==> config.mk <==
export PLATFORM = sky130hd
export DESIGN_NAME = cell_draw_sequencer
export DESIGN_NICKNAME = d
export VERILOG_FILES = /design/src/rtl/cell_draw_sequencer.sv
export SDC_FILE = /design/constraint.sdc
export NUM_CORES = 1
export LEC_CHECK = 0
export CAP_MARGIN = 25
export CORE_MARGIN = 3
export CORE_UTILIZATION = 45
export DETAILED_ROUTE_END_ITERATION = 6
export PLACE_DENSITY = 0.69
export REMOVE_ABC_BUFFERS = 1
export SYNTH_ARGS = -nofsm -noshare
export SYNTH_HDL_FRONTEND = slang
export SYNTH_SLANG_ARGS = --single-unit
export TNS_END_PERCENT = 1
==> constraint.sdc <==
create_clock -name CLOCK_50 -period 3.8 [get_ports CLOCK_50]
set_input_delay 0.76 -clock CLOCK_50 [delete_from_list [all_inputs] [get_ports CLOCK_50]]
set_output_delay 0.76 -clock CLOCK_50 [all_outputs]
set_load 0.01 [all_outputs]
==> src/rtl/cell_draw_sequencer.sv <==
// Painter scheduler: clears the board and erases/redraws a multi-cell piece as a series of box kicks.
// Define SKIP_OVERLAP_EN to skip erasing previous cells that the new footprint repaints anyway.
module cell_draw_sequencer #(
    parameter int N_CELLS   = 4,
    parameter int XW        = 4,
    parameter int YW        = 5,
    parameter int BOARD_W   = 10,
    parameter int BOARD_H   = 20,
    parameter int CELL_PX_W = 64,
    parameter int CELL_PX_H = 24,
    parameter int X_ORIGIN  = 0,
    parameter int Y_ORIGIN  = 0,
    parameter int COLOR_W   = 9
) (
    input  logic                  CLOCK_50,
    input  logic                  reset,
    input  logic [N_CELLS*XW-1:0] cur_x,
    input  logic [N_CELLS*YW-1:0] cur_y,
    input  logic [COLOR_W-1:0]    piece_color,
    input  logic [COLOR_W-1:0]    bg_color,
    input  logic                  redraw_req,
    input  logic                  clear_req,
    output logic                  kick,
    output logic [9:0]            x0,
    output logic [8:0]            y0,
    output logic [COLOR_W-1:0]    paint_color,
    input  logic                  busy,
    input  logic                  done,
    output logic                  idle,
    output logic                  frame_done
);
    localparam int KW = (N_CELLS > 1) ? $clog2(N_CELLS) : 1;
    localparam logic [KW-1:0] K_LAST   = KW'(N_CELLS - 1);
    localparam logic [XW-1:0] COL_LAST = XW'(BOARD_W - 1);
    localparam logic [YW-1:0] ROW_LAST = YW'(BOARD_H - 1);

    typedef enum logic [2:0] {
        IDLE, CLR_ISSUE, CLR_WAIT, ERS_ISSUE, ERS_WAIT, DRW_ISSUE, DRW_WAIT, COMMIT
    } state_t;

    state_t state, state_nxt;
    logic [KW-1:0] k, k_nxt;
    logic [XW-1:0] col, col_nxt;
    logic [YW-1:0] row, row_nxt;
    logic pend_redraw, pend_clear, prev_valid;
    logic [N_CELLS-1:0][XW-1:0] snap_x, prev_x;
    logic [N_CELLS-1:0][YW-1:0] snap_y, prev_y;

    logic [XW-1:0] bx;
    logic [YW-1:0] by;
    logic [COLOR_W-1:0] bcolor;
    logic oob, overlap, kick_nxt, load_snap, commit, take_clear, take_redraw, ers_adv, drw_adv;
    int px, py;

    assign idle = (state == IDLE) & ~pend_redraw & ~pend_clear;
    assign oob  = (int'(bx) >= BOARD_W) || (int'(by) >= BOARD_H);

    // Constant-coefficient multiply; truncated to the painter's coordinate width on load.
    always_comb begin
        px = X_ORIGIN + int'(bx) * CELL_PX_W;
        py = Y_ORIGIN + int'(by) * CELL_PX_H;
    end

`ifdef SKIP_OVERLAP_EN
    always_comb begin
        overlap = 1'b0;
        for (int j = 0; j < N_CELLS; j++)
            if (prev_x[k] == snap_x[j] && prev_y[k] == snap_y[j]) overlap = 1'b1;
    end
`else
    assign overlap = 1'b0;
`endif

    always_ff @(posedge CLOCK_50) begin
        if (reset) state <= IDLE;
        else       state <= state_nxt;
    end

    always_comb begin
        state_nxt   = state;
        k_nxt       = k;
        col_nxt     = col;
        row_nxt     = row;
        kick_nxt    = 1'b0;
        load_snap   = 1'b0;
        commit      = 1'b0;
        take_clear  = 1'b0;
        take_redraw = 1'b0;
        ers_adv     = 1'b0;
        drw_adv     = 1'b0;
        bx          = '0;
        by          = '0;
        bcolor      = bg_color;
        case (state)
            IDLE: begin
                if (pend_clear) begin
                    take_clear = 1'b1;
                    col_nxt    = '0;
                    row_nxt    = '0;
                    state_nxt  = CLR_ISSUE;
                end else if (pend_redraw) begin
                    take_redraw = 1'b1;
                    load_snap   = 1'b1;
                    k_nxt       = '0;
                    state_nxt   = prev_valid ? ERS_ISSUE : DRW_ISSUE;
                end
            end
            CLR_ISSUE: begin
                bx = col;
                by = row;
                if (!busy) begin
                    kick_nxt  = 1'b1;
                    state_nxt = CLR_WAIT;
                end
            end
            CLR_WAIT: begin
                if (done) begin
                    state_nxt = CLR_ISSUE;
                    if (col != COL_LAST) begin
                        col_nxt = col + 1'b1;
                    end else begin
                        col_nxt = '0;
                        if (row != ROW_LAST) begin
                            row_nxt = row + 1'b1;
                        end else begin
                            row_nxt   = '0;
                            load_snap = 1'b1;
                            k_nxt     = '0;
                            state_nxt = DRW_ISSUE;
                        end
                    end
                end
            end
            ERS_ISSUE: begin
                bx = prev_x[k];
                by = prev_y[k];
                if (oob || overlap) ers_adv = 1'b1;
                else if (!busy) begin
                    kick_nxt  = 1'b1;
                    state_nxt = ERS_WAIT;
                end
            end
            ERS_WAIT: if (done) ers_adv = 1'b1;
            DRW_ISSUE: begin
                bx     = snap_x[k];
                by     = snap_y[k];
                bcolor = piece_color;
                if (oob) drw_adv = 1'b1;
                else if (!busy) begin
                    kick_nxt  = 1'b1;
                    state_nxt = DRW_WAIT;
                end
            end
            DRW_WAIT: if (done) drw_adv = 1'b1;
            COMMIT: begin
                commit    = 1'b1;
                state_nxt = IDLE;
            end
            default: state_nxt = IDLE;
        endcase

        // Skipped cells and completed boxes share the same index advance.
        if (ers_adv) begin
            k_nxt     = (k == K_LAST) ? '0 : k + 1'b1;
            state_nxt = (k == K_LAST) ? DRW_ISSUE : ERS_ISSUE;
        end
        if (drw_adv) begin
            k_nxt     = (k == K_LAST) ? '0 : k + 1'b1;
            state_nxt = (k == K_LAST) ? COMMIT : DRW_ISSUE;
        end
    end

    always_ff @(posedge CLOCK_50) begin
        if (reset) begin
            k           <= '0;
            col         <= '0;
            row         <= '0;
            pend_redraw <= 1'b0;
            pend_clear  <= 1'b0;
            prev_valid  <= 1'b0;
            snap_x      <= '0;
            snap_y      <= '0;
            prev_x      <= '0;
            prev_y      <= '0;
            kick        <= 1'b0;
            x0          <= '0;
            y0          <= '0;
            paint_color <= '0;
            frame_done  <= 1'b0;
        end else begin
            k           <= k_nxt;
            col         <= col_nxt;
            row         <= row_nxt;
            // A new request always wins over the consume, so late arrivals get their own pass.
            pend_clear  <= clear_req | (pend_clear & ~take_clear);
            pend_redraw <= redraw_req | (pend_redraw & ~(take_redraw | take_clear));
            kick        <= kick_nxt;
            frame_done  <= commit;
            if (kick_nxt) begin
                x0          <= 10'(px);
                y0          <= 9'(py);
                paint_color <= bcolor;
            end
            if (load_snap) begin
                snap_x <= cur_x;
                snap_y <= cur_y;
            end
            if (commit) begin
                prev_x     <= snap_x;
                prev_y     <= snap_y;
                prev_valid <= 1'b1;
            end
        end
    end
endmodule

==> results.tsv, run 1 <==
stage	metric	value	unit
routing	drt_iter0_markers	243	
clock_network	tritoncts_buffer_count	9	
yosys	ys_ff_latch	110	
grt	grt_pass1_wl	21600	um
timing	timing.final.setup_violations	0	
place	hpwl	9440	um
clock_network	cts.repair.resized	0	
routing	post_detailed_route_wirelength_per_cell	14.8	um
yosys	post_synth_xor_area_fraction	1.76	%
hold_path	hold_path_class	reg -> reg	
floorplanning	design.die.area	13500	um^2
worst_setup_path	worst_ep_arrival_time	3.60	ns
floorplanning	placement_rows	39	
final_layout	final_net_count	814	
yosys	synthSimpleGateAreaFrac	21.3	%
yosys	synth-seq-area-share	40.3	%
clock_network	worst_setup_hold_path_clk_slew	0.07	ns
yosys	average_footprint_of_a_synthesized_cell	8.03	um^2
clock_network	worstSkewPairLatency	0.35	ns
power_and_ir_drop	power.leakage	2.34	nW
routing	drt_pass1_iterations	5	
floorplanning	y_dimension_of_the_die	116	um
yosys	synth-warning-count	0	
grt	maximum_number_of_pins_on_one_net_before_global_route_repair	65	
clock_network	hold_buffers	0	
yosys	yosys-mux-area-fraction	10.4	%
yosys	largest_family_of_logic_cells_by_synthesized_area	simple AND/OR/NAND/NOR gates	
power_and_ir_drop	net-switching-power	0.00105	W
timing	relSlewSlack	41.5	%
power_and_ir_drop	p_sw_share	32.2	%
power_and_ir_drop	power_frac_clock	29.2	%
timing	rsz0062_at_grt	false	
timing	timing.final.max_slew_violations	0	
floorplanning	starting_density	46.9	%
yosys	asyncSetResetFlopFracSynth	0	%
timing	min_period_over_period	87.6	%
worst_setup_path	cp-end-kind	register	
power_and_ir_drop	cellInternalPower	0.00222	W
yosys	number_of_synthesized_flops_with_an_enable_pin	0	
status	status	completed	
grt	number_of_antenna_violations_at_the_first_check_in_global_routing	0	
clock_network	clock_sinks	110	
routing	wl	13200	um
worst_setup_path	cp-start-kind	register	
clock_network	tritoncts	yes	
yosys	synth_compound_area_share	17.1	%
routing	detail-route-antenna-nets	0	
clock_network	root_buffer	clkbuf_16	
worst_setup_path	timing.critical_path.fanout_max	15	
worst_setup_path	timing_worst_setup_path_type	reg -> reg	
timing	max_clock_freq	300	MHz
clock_network	clk_path_buf_depth	2	
timing	hold_violations	0	
place	port_buffers	81	
clock_network	htree_levels	3	
timing	fin_worst_skew	0.00921	ns
routing	vias_per_cell	5.44	
grt	number_of_global_route_vias_before_repair	4544	
grt	grt_util_all_layers	19.8	%
yosys	most_numerous_cell_types_in_the_synthesized_netlist	nand2_1, dfxtp_1, a21oi_1	
place	gp_congestion	0.920	
power_and_ir_drop	power_frac_seq	42.2	%
power_and_ir_drop	worst_ir_drop_vdd	0.208	mV
routing	routed-via-count	4843	
yosys	netlist-cell-type-count	51	
power_and_ir_drop	power.density	493	nW/um^2
floorplanning	io_pins	91	
routing	post-route-drc-count	0	
yosys	synth.most_common_cell	nand2_1	
final_layout	layout.filler_cells	1051	
grt	overflow	0	
flow_run	timing.max_cap.violations	0	
final_layout	area_growth	21.7	%
final_layout	multi_input_comb_area	2960	um^2
final_layout	register_area	2200	um^2
place	number_of_placed_cells_counting_well_taps	874	
timing	timing.final.crit_period	3.33	ns
yosys	postSynth.topFlopCell	dfxtp_1	
yosys	synth_fa_ha_area_share	2.88	%
yosys	synth.top_cell.area_share	40.3	%
yosys	synth_cells	681	
floorplanning	floorplan.core_area	11700	um^2
yosys	synthTopCellsByArea	dfxtp_1, nand2_1, a21oi_1, mux2i_1, mux4_2	
final_layout	layout.cells.non_filler	890	
yosys	post_synth_instance_area	5470	um^2
final_layout	antennaDiodeCount	0	
final_layout	drive_gt1_share	7.76	%
worst_setup_path	required	4.07	ns
timing	worstMarginPinSlew	0.873	ns
timing	whs	0.460	ns
clock_network	post-cts-setup-buffer-count	0	
power_and_ir_drop	pwr-share-comb	28.6	%
yosys	post-synth-top-area-cell	dfxtp_1	
floorplanning	die_boundary_width	116	um
power groups by stage:
| stage | Sequential, W | Combinational [W] | Clock [W] |
|---|---|---|---|
| 5_1_grt | 0.00140 | 0.00104 | 0.00101 |
| 2_1_floorplan | 0.00145 | 0.000495 | 0 |
| 4_1_cts | 0.00138 | 0.000939 | 0.000974 |
| 3_5_place_dp | 0.00141 | 0.000937 | 0 |
| 3_3_place_gp | 0.00140 | 0.000911 | 0 |
| 6_report | 0.00138 | 0.000938 | 0.000956 |
flip-flops by register name, indices dropped and copies added (netlist names), 2 cells and up:
| signal | flops |
|---|---|
| prev_y | 20 |
| snap_y | 20 |
| prev_x | 16 |
| snap_x | 16 |
| paint_color | 9 |
| y0 | 6 |
| row | 5 |
| col | 4 |
| x0 | 4 |
| state | 3 |
| k | 2 |
final cells by class:
cell class	count	share of cell area (%)
multi-input combinational	507	44.5
sequential	110	33.1
timing repair buffer	99	14.4
clock buffer	11	3.65
tap	143	2.69
clock inverter	5	0.865
inverter	15	0.847
logic make-up (layout without fill, tap and decap cells):
kind of cell / count (synthesis) / in the layout
AOI/OAI and AO/OA: 153 / 153
xor gates and xnor gates: 11 / 11
adders and majority gates: 12 / 12
buffers and inverters: 72 / 130
DFF: 110 / 110
muxes: 43 / 43
other: 1 / 9
and+or+nand+nor: 279 / 279
critical path, cell delays in order (launching register included):
cell and delay [ns]:
dfxtp_1 0.50, buf_4 0.23, mux4_2 0.49, mux2i_1 0.14
o22ai_1 0.11, nand2_1 0.18, ha_1 0.16, and2_1 0.13
a221oi_2 0.06, and2_1 0.24, nor3_2 0.73, a21oi_1 0.12
o32ai_2 0.15
cell usage in the layout, fill, tap and decap left out, drive strengths merged, types with 4 or more instances in the layout:
master	Yosys	layout
nand2	177	177
dfxtp	110	110
a21oi	95	95
clkdlybuf4s50	0	80
nor2	51	51
mux2i	30	30
buf	25	19
inv	15	16
o21ai	16	16
o221ai	14	14
ha	11	11
clkbuf	32	11
mux4	10	10
nand3	10	10
conb	1	9
nand2b	7	7
xor2	7	7
nor2b	6	6
nor3	6	6
o22ai	5	5
nand4	5	5
and3	4	4
or2	4	4
or3	4	4
xnor2	4	4
per-stage QoR:
| step | area, um^2 | power (W) | setup slack, ns | TNS [ns] | utilization (%) |
|---|---|---|---|---|---|
| after global routing | 6650 | 0.00345 | 0.234 | 0 | 57.0 |
| after CTS | 6650 | 0.00330 | 0.447 | 0 | 57.0 |
| after detailed placement | 6350 | 0.00235 | 0.464 | 0 | 54.4 |
| final | 6650 | 0.00328 | 0.472 | 0 | 57.0 |
| after global placement | 6350 | 0.00231 | 0.540 | 0 | 54.4 |
| after floorplan | 5210 | 0.00195 | -0.0317 | -0.0665 | - |
final timing paths:
kind | slack (ns) | startpoint | cells past startpoint | to
worst max-delay path | 0.47 | k[1] | 12 | paint_color[8]
worst min-delay path | 0.46 | prev_x[8] | 2 | prev_x[8]
worst max register to register | 0.47 | k[1] | 12 | paint_color[8]
worst min register to register | 0.46 | prev_x[8] | 2 | prev_x[8]
metal layers:
| metal | wire length, um | GRT usage (%) | vias up |
|---|---|---|---|
| li1 | - | - | 2424 |
| met5 | 0 | 0 | - |
| met2 | 6340 | 32.8 | 126 |
| met3 | 715 | 3.78 | 12 |
| met1 | 5960 | 26.1 | 2281 |
| met4 | 176 | 6.57 | 0 |
No activity file was read; power rests on OpenSTA's default activity.
==> run 2, diff against run 1 <==
SLEW_MARGIN = 10   (was not set)
==> results of run 2 <==
Same layout as run 1: the final DEF is identical, and so are final timing and power.
